--- src/rtl/fetch_unit.sv ---
// -----------------------------------------------------------------------------
// fetch_unit
//
// Instruction fetch front end. It issues one request at a time to an
// instruction memory, hands each returned instruction to decode with its PC,
// and steers the fetch stream on traps, exception returns and redirects.
// It also holds the exception PC/cause registers (mepc/mcause).
//
// Ports
//   clk           in   sole clock, rising edge
//   resetb        in   asynchronous active-low reset
//   im_req        out  fetch request (held until im_ack)
//   im_addr       out  fetch address (stable while a request is open)
//   im_ack        in   instruction returned this cycle
//   im_do         in   instruction data
//   fd_valid      out  instruction valid to decode
//   fd_instr      out  instruction to decode
//   fd_pc         out  PC of fd_instr
//   fd_stall      in   decode not accepting
//   redir_valid   in   branch/jump redirect
//   redir_target  in   redirect address
//   redir_src_pc  in   PC of the redirecting instruction
//   trap_valid    in   exception from execute
//   trap_pc       in   faulting PC
//   trap_cause    in   cause code
//   mret          in   return from exception
//   mepc          out  exception PC register
//   mcause        out  exception cause register
//
// Flush priority is trap_valid > mret > redir_valid. A redirect to a target
// that is not IALIGN-aligned is turned into a trap with cause 0. IALIGN must
// be 2 or 4.
// -----------------------------------------------------------------------------
module fetch_unit #(
  parameter int unsigned     XLEN         = 32,
  parameter logic [XLEN-1:0] RESET_VECTOR = 32'h0000_0000,
  parameter logic [XLEN-1:0] TRAP_VECTOR  = 32'h0000_0004,
  parameter int unsigned     IALIGN       = 4
) (
  input  logic            clk,
  input  logic            resetb,
  output logic            im_req,
  output logic [XLEN-1:0] im_addr,
  input  logic            im_ack,
  input  logic [31:0]     im_do,
  output logic            fd_valid,
  output logic [31:0]     fd_instr,
  output logic [XLEN-1:0] fd_pc,
  input  logic            fd_stall,
  input  logic            redir_valid,
  input  logic [XLEN-1:0] redir_target,
  input  logic [XLEN-1:0] redir_src_pc,
  input  logic            trap_valid,
  input  logic [XLEN-1:0] trap_pc,
  input  logic [XLEN-1:0] trap_cause,
  input  logic            mret,
  output logic [XLEN-1:0] mepc,
  output logic [XLEN-1:0] mcause
);

  localparam logic [XLEN-1:0] ALIGN_STEP = XLEN'(IALIGN);
  localparam logic [XLEN-1:0] ALIGN_MASK = XLEN'(IALIGN - 1);

  typedef enum logic [1:0] {
    S_BOOT,
    S_FETCH,
    S_HOLD
  } state_t;

  state_t          r_state;
  logic            r_req;
  logic [XLEN-1:0] r_pc;         // address of the open (or next) fetch
  logic            r_pend_valid; // flush seen while a fetch was open
  logic [XLEN-1:0] r_pend_pc;    // where to fetch once that fetch returns
  logic            r_fd_valid;
  logic [31:0]     r_fd_instr;
  logic [XLEN-1:0] r_fd_pc;
  logic [XLEN-1:0] r_mepc;
  logic [XLEN-1:0] r_mcause;

  logic            w_ack;
  logic            w_stalled;
  logic            w_flush;
  logic            w_redir_misaligned;
  logic [XLEN-1:0] w_flush_pc;
  logic            w_csr_we;
  logic [XLEN-1:0] w_csr_epc;
  logic [XLEN-1:0] w_csr_cause;

  assign w_ack     = r_req & im_ack;
  assign w_stalled = r_fd_valid & fd_stall;

  // Flush resolution: pick the winning event, its target and any CSR write.
  // NOTE: every signal written here gets a default first, so no latch can be
  // inferred whichever branch is taken.
  always_comb begin
    w_flush            = trap_valid | mret | redir_valid;
    w_redir_misaligned = redir_valid & ((redir_target & ALIGN_MASK) != '0);
    w_flush_pc         = redir_target;
    w_csr_we           = 1'b0;
    w_csr_epc          = trap_pc;
    w_csr_cause        = trap_cause;
    if (trap_valid) begin
      w_flush_pc = TRAP_VECTOR;
      w_csr_we   = 1'b1;
    end else if (mret) begin
      w_flush_pc = r_mepc;
    end else if (w_redir_misaligned) begin
      w_flush_pc  = TRAP_VECTOR;
      w_csr_we    = 1'b1;
      w_csr_epc   = redir_src_pc;
      w_csr_cause = '0;
    end
  end

  // NOTE: all state here uses nonblocking assignments so every register
  // samples the pre-edge values and update order within the block is moot.
  always_ff @(posedge clk or negedge resetb) begin
    if (!resetb) begin
      r_state      <= S_BOOT;
      r_req        <= 1'b0;
      r_pc         <= RESET_VECTOR;
      r_pend_valid <= 1'b0;
      r_pend_pc    <= '0;
      r_fd_valid   <= 1'b0;
      r_fd_instr   <= '0;
      r_fd_pc      <= '0;
      r_mepc       <= '0;
      r_mcause     <= '0;
    end else begin
      case (r_state)
        S_BOOT: begin
          // Any im_ack seen here belongs to a fetch abandoned by reset.
          r_state <= S_FETCH;
          r_req   <= 1'b1;
        end

        S_FETCH: begin
          if (w_flush) begin
            r_fd_valid <= 1'b0;
            if (w_ack) begin
              // The returning instruction is on the wrong path: drop it and
              // request the new target right away.
              r_pc         <= w_flush_pc;
              r_pend_valid <= 1'b0;
            end else begin
              // The memory still owes us an answer for im_addr, so keep the
              // request stable and park the target; a later flush overwrites.
              r_pend_valid <= 1'b1;
              r_pend_pc    <= w_flush_pc;
            end
          end else if (w_ack) begin
            if (r_pend_valid) begin
              r_pc         <= r_pend_pc;
              r_pend_valid <= 1'b0;
              r_fd_valid   <= 1'b0;
            end else if (w_stalled) begin
              // No room for this instruction; pc is not advanced, so it is
              // fetched again once decode drains.
              r_state <= S_HOLD;
              r_req   <= 1'b0;
            end else begin
              r_fd_valid <= 1'b1;
              r_fd_instr <= im_do;
              r_fd_pc    <= r_pc;
              r_pc       <= r_pc + ALIGN_STEP;
            end
          end else if (!w_stalled) begin
            r_fd_valid <= 1'b0;
          end
        end

        S_HOLD: begin
          if (w_flush) begin
            r_fd_valid <= 1'b0;
            r_pc       <= w_flush_pc;
            r_state    <= S_FETCH;
            r_req      <= 1'b1;
          end else if (!fd_stall) begin
            r_fd_valid <= 1'b0;
            r_state    <= S_FETCH;
            r_req      <= 1'b1;
          end
        end

        default: begin
          r_state <= S_BOOT;
          r_req   <= 1'b0;
        end
      endcase

      if (w_csr_we && (r_state != S_BOOT)) begin
        r_mepc   <= w_csr_epc;
        r_mcause <= w_csr_cause;
      end
    end
  end

  assign im_req   = r_req;
  assign im_addr  = r_pc;
  assign fd_valid = r_fd_valid;
  assign fd_instr = r_fd_instr;
  assign fd_pc    = r_fd_pc;
  assign mepc     = r_mepc;
  assign mcause   = r_mcause;

endmodule

--- config.mk ---
export PLATFORM = sky130hd
export DESIGN_NAME = fetch_unit
export DESIGN_NICKNAME = d
export VERILOG_FILES = /design/src/rtl/fetch_unit.sv
export SDC_FILE = /design/constraint.sdc
export NUM_CORES = 1
export LEC_CHECK = 0
export ABC_AREA = 1
export CAP_MARGIN = 20
export CORE_UTILIZATION = 30
export DETAILED_ROUTE_END_ITERATION = 10
export GPL_ROUTABILITY_DRIVEN = 0
export GPL_TIMING_DRIVEN = 0
export PLACE_DENSITY = 0.53
export RECOVER_POWER = 100
export SLEW_MARGIN = 20
export SYNTH_ARGS = -nofsm -noshare
export SYNTH_HDL_FRONTEND = slang
export SYNTH_SLANG_ARGS = --single-unit
--- constraint.sdc ---
create_clock -name clk -period 2.1 [get_ports clk]
set_input_delay 0.21 -clock clk [delete_from_list [all_inputs] [get_ports clk]]
set_output_delay 0.21 -clock clk [all_outputs]
set_load 0.03 [all_outputs]
==> Word-level counts from Yosys, hierarchy flattened <==
Cells that the tools add are included.
{ "totals": {"memories": 0, "mem_bits_rw": 0, "rom_bits": 0, "regBits": 197, "elab_cells": 86, "latchBits": 0, "inputBits": 167, "out_inout_bits": 162} }
{ "op_classes": {"n_lt_le_gt_ge": 0, "addsub": 1, "n_reduce_logical": 12, "multipliers": 0, "n_eq_ne": 10, "n_mux": 44, "n_div": 0, "shift": 0, "bitwise_logic": 9} }
{ "op_table": {"columns": ["cell", "n"], "rows": [
  ["two-way mux 32 bit", 15],
  ["one-hot mux 32 bit (2 select lines)", 1],
  ["adder 32 x 3 -> 32 bit (second input constant)", 1],
  ["nonzero test 32 bit", 1],
  ["two-way mux 1 bit", 19],
  ["two-way mux 2 bit", 6],
  ["!= test 2 bit (second input constant)", 5],
  ["AND reduction 5 bit", 2],
  ["!= test 4 bit (second input constant)", 2],
  ["AND reduction 4 bit", 2],
  ["one-hot mux 2 bit (3 select lines)", 1],
  ["nonzero test 2 bit", 3],
  ["NOT 1 bit", 4],
  ["bitwise AND 1 bit", 3],
  ["!= test 3 bit (second input constant)", 1],
  ["one-hot mux 1 bit (3 select lines)", 1],
  ["AND reduction 3 bit", 1],
  ["== test 2 x 1 -> 1 bit (second input constant)", 1],
  ["== test 2 bit (second input constant)", 1],
  ["zero test 2 bit", 1],
  ["OR 1 bit", 2],
  ["one-hot mux 1 bit (2 select lines)", 1],
  ["AND reduction 2 bit", 1],
  ["logical AND 1 bit", 1]
]} }

==> Longest topological paths before layout <==
Gate-level depths: netlist (run 1).
{ "logic_depth": {"ltp_word": 8, "depth_mapped": 11, "ltp_nobuf": 11} }

==> Worst setup path before layout (run 1) <==
Ideal clock, no wire load.
{ "synth_timing": {"kind": "register -> register", "startpoint": "register r_state[0]", "endpoint": "register r_fd_instr[13], in the netlist fd_instr[13]", "path_stages_with_launch": 8, "slack_ns": 0.286, "path_buffers": 2, "t_arrival_ns": 1.689, "path_cell_list": "dfrtp_1 ha_1 inv_1 nor2_1 nand3_2 buf_6 buf_6 mux2_4"} }
{ "synth_via": {"elab_chain_cells": 2} }
{ "synth_rtl": {"columns": ["element", "line_no", "rtl"], "rows": [
  ["start: declaration", "70", "state_t r_state;"],
  ["start signal: assignment", "120", "r_state <= S_BOOT;"],
  ["start signal: assignment", "134", "r_state <= S_FETCH;"],
  ["start signal: assignment", "160", "r_state <= S_HOLD;"],
  ["== test 2 x 1 -> 1 bit", "131", "case (r_state)"],
  ["AND reduction 5 bit (no line)", null, null],
  ["end signal: assignment", "164", "r_fd_instr <= im_do;"],
  ["end: declaration", "76", "logic [31:0] r_fd_instr;"]
]} }
Every way passes these cells.
A chain may end at the register's enable or synchronous reset.

==> Final worst setup path (run 1) <==
{ "layout_timing": {"startpoint": "register r_pc[18], in the netlist im_addr[18]", "endpoint": "output im_addr[18]"} }
{ "layout_rtl": {"columns": ["element", "line_no", "rtl"], "rows": [
  ["start: declaration", "72", "logic [XLEN-1:0] r_pc;"],
  ["start signal: assignment", "144", "r_pc <= w_flush_pc;"],
  ["start signal: assignment", "154", "r_pc <= r_pend_pc;"],
  ["start signal: assignment", "166", "r_pc <= r_pc + ALIGN_STEP;"],
  ["end: declaration", "43", "output logic [XLEN-1:0] im_addr,"]
]} }
No word-level cell between the ends.

==> summary.txt, run 1 <==
Status
  • Status: finished, final reports clean

Global routing
  • Vias in the first global route: 9430
  • GRT Overall Usage: 20.9%
  • First-pass GRT wire length: 53800 µm
  • Total gr overflow: 0
  • Initial antenna violation count: 0
  • Maximum number of pins on one net before global-route repair: 92

Floorplan
  • Die height: 184 µm
  • Die area: 33900 µm²
  • # rows: 66
  • Die width: 184 µm
  • Number of I/O pins: 329
  • Starting Density: 30.6%
  • Core area: 32500 µm²

Clocking
  • TritonCTS Buffers: 17
  • Bufs on Longest Clock Path: 2
  • Clk_lat worst skew: 0.45 ns
  • H-Tree Depth: 4
  • Clock-pin slew on the worst setup and hold paths: 0.07 ns
  • Clock root cell: clkbuf_16
  • Clock Sink Count: 196
  • TritonCTS clock tree: yes

Critical path
  • Setup CP Type: reg2out
  • CP Cell Sequence: dlygate4sd3_1
  • Critical Path AT: 1.78 ns
  • Slowest stage delay, CP: 0.82 ns
  • Crit-path slowest cell: dlygate4sd3_1
  • Crit-path max FO: 6
  • CP top delay family: buffers and inverters
  • Worst path bufs/invs: 1
  • Endpoint type of the worst setup path: output pin
  • Req. time, crit path: 1.89 ns
  • Startpoint types: flop

Final layout
  • FILL cells: 3293
  • Area Growth Syn to Fin: 44.4%
  • Multi-input gate area: 4430 µm²
  • Register area: 4900 µm²
  • Diodes inserted: 0
  • Layout cells sized above 1: 7.36%
  • Final-stage net count: 1775

STA
  • Worst hold slack: 0.149 ns
  • Final Max Slew Viols: 0
  • Worst slew pin tran: 1.21 ns
  • Endpoints failing setup: 0
  • Fmax: 502 MHz
  • Setup ws final: 0.109 ns
  • Worst slew margin: 19.2%
  • Final hold viol count: 0
  • Fin crit period: 1.99 ns
  • Unrepaired setup endpoints after global routing: no
  • Tcrit/Tclk final: 94.8%
  • Max Clock Skew: 0.00942 ns

Drt
  • Final wirelength: 35000 µm
  • Post-route ant nets: 0
  • Detail-routed via count per cell: 4.67
  • Routed WL per cell: 17.0 µm
  • DR pass1 iterations: 5
  • Routed via count: 9615
  • DR iter-0 viols: 469
  • DRC: 0

Logic synthesis
  • Sequential share of the synthesized area: 49.3%
  • Synth Instances: 1253
  • Post-synth top area share: 49.3%
  • Yosys reg bits: 196
  • Post-synthesis area per instance: 7.93 µm²
  • Count of different cell masters after synthesis: 34
  • Top cells by area, synth: dfrtp_1 49%, nand2_1 12%, nor2_1 8.6%
  • Syn Nets: 1424
  • Syn Std Cell Area: 9940 µm²
  • Synth Warn #: 0
  • Dominant cell type by area after synthesis: dfrtp_1

Place
  • Hpwl dp: 27500 µm
  • Worst slack, placed: -0.188 ns
  • Buffers on Ports: 327

Power
  • Pleak: 6.57 nW
  • Power per cell area: 1330 nW/µm²
  • IR drop worst, VDD: 0.660 mV

Flow run
  • Max_cap viols: 0

Min path
  • Tightest Hold Check Type: in2reg
power by group:
group	switching [mW]	total, mW	internal [mW]	leakage (nW)
Sequential	1.18	6.43	5.25	2.50
Clock	1.53	3.20	1.67	0.274
Combinational	6.13	9.52	3.39	3.80
Yosys cell counts:
| cell | n |
|---|---|
| nor2_2 | 2 |
| inv_2 | 4 |
| nand4_1 | 3 |
| a31oi_1 | 35 |
| nor3_1 | 1 |
| nand4_2 | 1 |
| nand2_4 | 1 |
| clkbuf_1 | 41 |
| o211ai_1 | 4 |
| xor2_1 | 6 |
| mux2i_1 | 2 |
| a21boi_1 | 5 |
| inv_1 | 56 |
| o22ai_1 | 1 |
| o21ai_2 | 1 |
| ha_1 | 4 |
| a21oi_1 | 27 |
| or2_2 | 4 |
| nand3_1 | 77 |
| buf_4 | 2 |
| o21ai_0 | 152 |
| buf_2 | 23 |
| o31ai_1 | 2 |
| nand3_2 | 1 |
| nand2_1 | 319 |
| nor2_1 | 228 |
| a22oi_1 | 1 |
| mux2_4 | 22 |
| buf_6 | 7 |
| dfrtp_1 | 196 |
| clkinv_1 | 1 |
| mux2_2 | 13 |
| o21ai_1 | 5 |
| nor2_4 | 6 |
registers in the layout, summed over array words and instances (netlist names), 2 cells and up:
name / cells
fd_instr: 32
fd_pc: 32
im_addr: 32
mcause: 32
mepc: 32
r_pend_pc: 32
r_state: 2
layout make-up:
type / count / share of cell area, %
clock inverter: 12 / 0.741
sequential: 196 / 34.2
inverter: 61 / 1.59
clock buffer: 20 / 3.11
buffer: 73 / 2.54
multi-input combinational: 924 / 30.8
tap: 442 / 3.85
timing repair buffer: 331 / 23.2
metrics by stage:
stage | power (mW) | instances | TNS [ns] | utilization [%] | cell area (µm²)
final | 19.1 | 2059 | 0 | 44.1 | 14400
after global routing | 20.5 | 2059 | 0 | 44.1 | 14400
after global placement | 16.4 | 2022 | -1574.25 | 42.3 | 13800
after floorplan | 12.1 | 1253 | 0 | - | 9940
after CTS | 19.8 | 2057 | 0 | 44.2 | 14400
after detailed placement | 16.5 | 2024 | -6.30 | 42.5 | 13800
logic make-up (layout without fill, tap and decap cells):
logic type	Yosys count	after routing	synth area share (%)
XOR/XNOR	6	6	0.529
AND/OR/NAND/NOR	643	644	26.2
flip-flops	196	196	49.3
buffers and inverters	134	497	5.95
multiplexers	37	37	5.00
adder cells (fa/ha/maj)	4	4	0.503
AO/OA/AOI/OAI	233	233	12.5
timing repair:
| action | CTS | global route |
|---|---|---|
| gates resized for setup | 0 | 12 |
| endpoints found under the setup margin | 0 | 8 |
| endpoints found under the hold margin | 43 | 0 |
| buffers inserted | 0 | 1 |
| hold buffers | 1 | 0 |
path summary, 6_finish.rpt:
kind	slack (ns)	from	depth (start not counted)	to
max in group asynchronous	0.39	resetb	3	mepc[2]
min in group asynchronous	0.55	resetb	2	fd_pc[27]
hold / removal	0.15	mret	4	mepc[31]
setup / recovery	0.11	im_addr[18]	1	im_addr[18]
hold reg to reg	0.48	fd_pc[11]	2	fd_pc[11]
setup reg to reg	0.12	r_state[1]	8	fd_instr[29]
layer usage:
layer	part of all wire (%)	global-route usage (%)	wire length, µm
met1	46	27.9	16100
met3	7.0	5.19	2450
met5	0	0	0
met2	46	33.1	15900
met4	1.6	6.37	551
cell usage in the layout (no fill, tap or decap), drive strengths merged:
cell	instances
a31oi	35
o211ai	4
nor2	237
inv	62
o31ai	2
o21ai	158
bufinv	1
clkinvlp	1
a21boi	5
clkdlybuf4s50	164
buf	24
dlygate4sd3	163
mux2i	2
clkbuf	73
nand3	78
nand2	320
ha	4
a22oi	1
mux2	35
nor3	1
dfrtp	196
or2	4
clkinv	9
o22ai	1
a21oi	27
xor2	6
nand4	4
No activity file was read; power rests on OpenSTA's default activity.
==> inputs of run 2 (changes only) <==
Settings changed: PLACE_DENSITY 0.53 to default.
==> run 2 against run 1 <==
Net effect:
- critical path depth did not move
- critical path type unchanged
- worst hold slack got worse by 0.016 ns
- core utilization rose by 0.10 points
- flip-flop and latch count did not move
- global-route usage fell by 0.13 points
- final cell count fell by 0.15%
- critical endpoint unchanged
- via count rose by 1.2%
- non-clock buffer count fell by 1
- largest power group unchanged
- clock power rose by 6%
==> summary.txt, run 2 (synthesis results as in run 1) <==
Clocking
  • Bufs on Longest Clock Path: 2 (unchanged)
  • Clock-pin slew on the worst setup and hold paths: 0.08 ns (about the same)
  • Post-CTS Setup Bufs: 0 (unchanged)
  • H-Tree Depth: 4 (unchanged)
  • TritonCTS clock tree: yes
  • Clock Sink Count: 196 (unchanged)
  • TritonCTS Buffers: 17 (unchanged)
  • Clk_lat worst skew: 0.44 ns (about the same)
  • Clock root cell: clkbuf_16

Final layout
  • Post-layout util: 44.2% (+0.10 points)
  • Layout cells sized above 1: 7.13% (-0.23 points)
  • Most frequent cells in the layout: 319 x nand2_1, 226 x nor2_1, 196 x dfrtp_1, 166 x clkdlybuf4s50_1, 161 x dlygate4sd3_1
  • Final-stage net count: 1773 (-0.11%)
  • Commonest non-fill, non-tap cell in the layout: nand2_1
  • Diodes inserted: 0 (unchanged)
  • Area Growth Syn to Fin: 44.8%

Place
  • Hpwl dp: 27400 µm (-0.41%)
  • Buffers on Ports: 327 (unchanged)

Critical path
  • R2R depth: 8 (unchanged)
  • Endpoint type of the worst setup path: output pin
  • R2R Path Start: r_state[1]
  • Setup CP Type: reg2out
  • Crit-path slowest cell: clkdlybuf4s50_1
  • CP Cell Sequence: clkdlybuf4s50_1
  • CP top delay family: buffers and inverters
  • Critical Path AT: 1.75 ns (-0.03 ns)
  • Slowest stage delay, CP: 0.77 ns (-0.05 ns)
  • Worst r2r dst: fd_instr[28]
  • Startpoint types: flop
  • Req. time, crit path: 1.89 ns (about the same)
  • Reg2Reg Setup Slack: 0.14 ns (+0.02 ns)
  • Crit-path max FO: 6 (unchanged)
  • Worst path bufs/invs: 1 (unchanged)

Drt
  • Routed via count: 9733 (+1.2%)
  • DRC: 0 (unchanged)
  • Final wirelength: 34800 µm (-0.49%)
  • Detail-routed via count per cell: 4.73 (+1.4%)
  • Post-route ant nets: 0 (unchanged)
  • Routed WL per cell: 16.9 µm (-0.34%)
  • DR pass1 iterations: 5 (unchanged)
  • DR iter-0 viols: 653 (+39%)

STA
  • Unrepaired setup endpoints after global routing: no
  • Fmax: 509 MHz (+1.4%)
  • Max Clock Skew: 0.0105 ns (+0.00108 ns)
  • Final Max Slew Viols: 0 (unchanged)
  • Worst slew margin: 53.5% (+34 points)
  • Setup total negative slack: 0 ns (unchanged)
  • Worst hold slack: 0.134 ns (-0.0155 ns)
  • Worst slew pin tran: 0.697 ns (-0.515 ns)
  • Tcrit/Tclk final: 93.5% (-1.3 points)
  • Endpoints failing setup: 0 (unchanged)
  • Final hold viol count: 0 (unchanged)
  • Fin crit period: 1.96 ns (-0.0271 ns)

Floorplan
  • Die width: 184 µm (unchanged)
  • Die height: 184 µm (unchanged)
  • Number of I/O pins: 329 (unchanged)
  • Starting Density: 30.6% (unchanged)
  • Core area: 32500 µm² (unchanged)
  • # rows: 66 (unchanged)
  • Die area: 33900 µm² (unchanged)

Power
  • Switching power: 8.89 mW (+0.54%)
  • Power per cell area: 1340 nW/µm² (+0.67%)
  • Combinational power share: 49.1% (-0.6 points)
  • Cell internal pwr: 10.4 mW (+1.2%)
  • Clock power share: 17.6% (+0.9 points)
  • Sequential power share: 33.3% (-0.3 points)
  • IR drop worst, VDD: 0.657 mV (-0.51%)
  • Pleak: 6.56 nW (-0.18%)
  • Switching part of the total: 46.0% (-0.17 points)

Min path
  • Hold_sp: mret
  • Worst hold stages: 4 (unchanged)
  • Hold path endpoint: mepc[0]
  • Tightest Hold Check Type: in2reg

Global routing
  • First-pass GRT wire length: 54100 µm (+0.62%)
  • Maximum number of pins on one net before global-route repair: 76 (-17%)
  • Total gr overflow: 0 (unchanged)
  • Initial antenna violation count: 0 (unchanged)
  • GRT Overall Usage: 20.7% (-0.13 points)
  • Vias in the first global route: 9553 (+1.3%)

Status
  • Status: finished, final reports clean

Flow run
  • Max_cap viols: 0 (unchanged)
## run 2: how the worst max path moves through the flow
stage	startpoint	cells after the start	endpoint	slack (ns)
global route	r_state[1]	8	fd_instr[28]	0.008
global placement	resetb	1	fd_pc[27]	-7.71
detailed placement	redir_target[0]	9	im_addr[14]	-0.16
CTS	im_addr[2]	10	im_addr[8]	0.07
floorplan	r_state[0]	7	fd_instr[13]	0.29
finish	im_addr[18]	1	im_addr[18]	0.14
## run 2: stage by stage
step	area [µm²]	power [mW]	std cells	setup WS (ns)
finish	14400	19.3	2056	0.136
floorplan	9940	12.1	1253	0.286
detailed placement	13800	16.5	2024	-0.161
CTS	14400	20.0	2056	0.0679
global route	14400	20.6	2056	0.00759
global placement	13800	16.4	2022	-7.71
## run 2: final cells by class
type / count / area (µm²)
tap: 442 / 553
inverter: 61 / 229
clock inverter: 12 / 148
sequential: 196 / 4900
multi-input combinational: 923 / 4420
timing repair buffer: 330 / 3330
fill: 3317 / 18100
clock buffer: 19 / 443
buffer: 73 / 365
## run 2: power groups by stage
| stage | sequential [mW] | combinational, mW | clock (mW) |
|---|---|---|---|
| after floorplan | 8.51 | 3.54 | 0 |
| after global placement | 6.51 | 9.86 | 0 |
| after detailed placement | 6.54 | 9.92 | 0 |
| after CTS | 6.48 | 9.99 | 3.50 |
| after global routing | 6.64 | 10.3 | 3.63 |
| final | 6.44 | 9.48 | 3.40 |
## run 2: per-layer routing
metal  GRT usage [%]  vias up  share of wire, %
met5               0        -                 0
met1            26.9     4516                44
li1                -     4801                 -
met4            5.67        0               1.7
met3            4.56       35               7.1
met2            34.7      381                47
## run 2: repair_timing
| item | in CTS | in global routing |
|---|---|---|
| hold endpoints to repair | 48 | 0 |
| hold buffers | 1 | 0 |
| resized for setup | 0 | 7 |
| setup endpoints to repair | 0 | 7 |
==> inputs of run 3 (changes only) <==
Settings changed: RECOVER_POWER 100 to default, SLEW_MARGIN 20 to default.
Clock period 2.1 ns to 1.6 ns, I/O delays scaled along.
==> run 3 against run 2 <==
Net effect:
- the run now ends with negative setup slack left
- core utilization up 2.6 points
- flip-flop and latch count did not move
- highest routed layer unchanged
- critical endpoint is now fd_instr[22]
- worst hold slack got worse by 0.057 ns
- worst setup slack got worse by 0.25 ns
- via count is 1.9% higher
- largest cell class unchanged
==> summary.txt, run 3 (synthesis results as in run 1) <==
Status
  • Status: complete, but fails checks
  • Violated checks: negative setup slack

Critical path
  • Endpoint type of the worst setup path: flop
  • Slowest stage delay, CP: 0.40 ns (-0.37 ns)
  • Req. time, crit path: 1.92 ns (+0.03 ns)
  • Crit-path max FO: 6 (unchanged)
  • Setup CP Type: reg2reg
  • Startpoint types: flop
  • Crit-path slowest cell: dfrtp_2
  • CP Cell Sequence: buf_6 -> ha_4 -> inv_4 -> nor2_4 -> nand3_4 -> buf_12 -> clkbuf_16 -> mux2_4
  • Critical Path AT: 2.02 ns (+0.27 ns)

STA
  • Worst slew margin: 49.2% (-4.3 points)
  • Endpoints failing setup: 55 (+55)
  • Tcrit/Tclk final: 107%
  • Final hold viol count: 0 (unchanged)
  • Fmax: 585 MHz
  • Worst hold slack: 0.0764 ns (-0.0572 ns)
  • Worst slew pin tran: 0.761 ns (+0.0645 ns)
  • Fin crit period: 1.71 ns
  • Setup ws final: -0.109 ns (-0.245 ns)
  • Unrepaired setup endpoints after global routing: yes
  • Final Max Slew Viols: 0 (unchanged)
  • Max Clock Skew: 0.0132 ns (+0.00272 ns)

Drt
  • DR iter-0 viols: 651 (-0.31%)
  • Top sig layer: met4
  • Met2 WL post-DR: 16800 µm (+2.1%)
  • Routed WL per cell: 16.9 µm (-0.33%)
  • Final wirelength: 35400 µm (+1.7%)
  • Post-route ant nets: 0 (unchanged)
  • Post-Route M1 WL: 15900 µm (+3.7%)
  • Routed via count: 9922 (+1.9%)
  • DR pass1 iterations: 5 (unchanged)
  • Detail-routed via count per cell: 4.73 (about the same)
  • DRC: 0 (unchanged)
  • Met3 routed WL: 2070 µm (-16%)

Global routing
  • Maximum number of pins on one net before global-route repair: 103 (+36%)
  • Total gr overflow: 0 (unchanged)
  • Initial antenna violation count: 0 (unchanged)
  • Vias in the first global route: 9608 (+0.58%)
  • First-pass GRT wire length: 54700 µm (+1.1%)
  • GRT Overall Usage: 21.1% (+0.35 points)

Power
  • Switching power: 12.3 mW (+39%)
  • Pleak: 7.16 nW (+9.1%)
  • Clock power share: 15.7% (-1.9 points)
  • Switching part of the total: 46.6% (+0.60 points)
  • Sequential power share: 32.2% (-1.1 points)
  • Combinational power share: 52.1% (+3.0 points)
  • Total power: 26.5 mW (+37%)
  • Cell internal pwr: 14.1 mW (+36%)
  • IR drop worst, VDD: 0.895 mV (+36%)
  • Power per cell area: 1740 nW/µm² (+29%)

Clocking
  • Clk_lat worst skew: 0.45 ns (about the same)
  • TritonCTS clock tree: yes
  • Clock root cell: clkbuf_16
  • H-Tree Depth: 4 (unchanged)
  • TritonCTS Buffers: 17 (unchanged)
  • Bufs on Longest Clock Path: 2 (unchanged)
  • Clock-pin slew on the worst setup and hold paths: 0.08 ns (about the same)
  • Clock Sink Count: 196 (unchanged)

Floorplan
  • Number of I/O pins: 329 (unchanged)
  • Die width: 184 µm (unchanged)
  • # rows: 66 (unchanged)
  • Die height: 184 µm (unchanged)
  • Die area: 33900 µm² (unchanged)
  • Starting Density: 30.6% (unchanged)
  • Core area: 32500 µm² (unchanged)

Place
  • Buffers on Ports: 327 (unchanged)
  • Hpwl dp: 26800 µm (-2.2%)

Flow run
  • Max_cap viols: 0 (unchanged)

Min path
  • Tightest Hold Check Type: in2reg

Final layout
  • Diodes inserted: 0 (unchanged)
  • Commonest non-fill, non-tap cell in the layout: nand2_1
  • Final-stage net count: 1813 (+2.3%)
  • Most frequent cells in the layout: 307 x nand2_1, 189 x nor2_1, 188 x dfrtp_1, 163 x clkdlybuf4s50_1, 158 x dlygate4sd2_1
  • Area Growth Syn to Fin: 53.3%
  • FILL cells: 3263 (-1.6%)
  • Layout cells sized above 1: 16.9% (+9.7 points)
-- run 3: cell types whose count changed in the layout (fill, tap and decap cells not counted), sizes merged, moves of 2 or more --
cell,previous run,this run
clkdlybuf4s50,166,163
buf,24,72
dlygate4sd2,0,158
clkdlybuf4s15,0,2
dlygate4sd3,161,1
inv,65,67
bufinv,2,0
clkbuf,71,64
-- run 3: timing repair --
| action | 4_1_cts | 5_1_grt |
|---|---|---|
| endpoints found under the setup margin | 352 | 149 |
| pin swaps | 8 | 8 |
| gates resized for setup | 302 | 101 |
| hold buffers | 1 | 0 |
| hold endpoints to repair | 94 | 0 |
| gates cloned | 5 | 4 |
| buffers inserted | 20 | 14 |
-- run 3: through the flow --
| stage | TNS (ns) | utilization [%] | instances | area (µm²) | setup slack, ns |
|---|---|---|---|---|---|
| 2_1_floorplan | -0.400 | - | 1253 | 9970 | -0.0146 |
| 3_3_place_gp | -1689.59 | 42.4 | 2022 | 13800 | -9.02 |
| 3_5_place_dp | -79.71 | 42.5 | 2023 | 13800 | -0.688 |
| 4_1_cts | -2.50 | 45.5 | 2081 | 14800 | -0.0866 |
| 5_1_grt | -8.04 | 46.9 | 2097 | 15200 | -0.161 |
| 6_report | -3.43 | 46.9 | 2097 | 15200 | -0.109 |
-- run 3: path summary, 6_finish.rpt --
path | start | endpoint | slack (ns) | depth (start not counted)
hold reg to reg | fd_pc[30] | fd_pc[30] | 0.48 | 2
hold / removal | mret | mepc[0] | 0.08 | 4
max in group asynchronous | resetb | r_state[0] | 0.25 | 3
setup reg to reg | r_state[0] | fd_instr[22] | -0.11 | 8
min in group asynchronous | resetb | fd_pc[27] | 0.34 | 2
setup / recovery | r_state[0] | fd_instr[22] | -0.11 | 8
-- run 3: metal layers --
layer  vias to the layer above  GRT usage, %
met5                         -             0
met4                         0          6.60
met3                        37          3.66
met2                       342          34.3
met1                      4665          28.4
li1                       4878             -
-- run 3: power groups by stage --
stage | logic, mW | clock network (mW) | registers (mW)
after detailed placement | 13.0 | 0 | 8.59
after CTS | 13.0 | 4.30 | 8.47
final | 13.8 | 4.17 | 8.53
after global placement | 12.9 | 0 | 8.56
after floorplan | 4.67 | 0 | 11.2
after global routing | 15.0 | 4.51 | 8.81
-- run 3: cell type report --
cell class                      count  area (µm²)  area share (%)
Sequential cell                   196        4910            32.2
Multi-Input combinational cell    924        4850            31.8
Timing Repair Buffer              369        3540            23.2
Buffer                             73         591            3.87
Tap cell                          442         553            3.63
Clock buffer                       19         443            2.91
Inverter                           61         235            1.54
Clock inverter                     13         113           0.739
-- run 3: worst max-delay path: cells and delay by family, from the launching register on --
family	cells	cell delay, ns
buf+inv	4	0.49
fa+ha+maj	1	0.17
flops	1	0.40
mux	1	0.29
simple gates	2	0.23
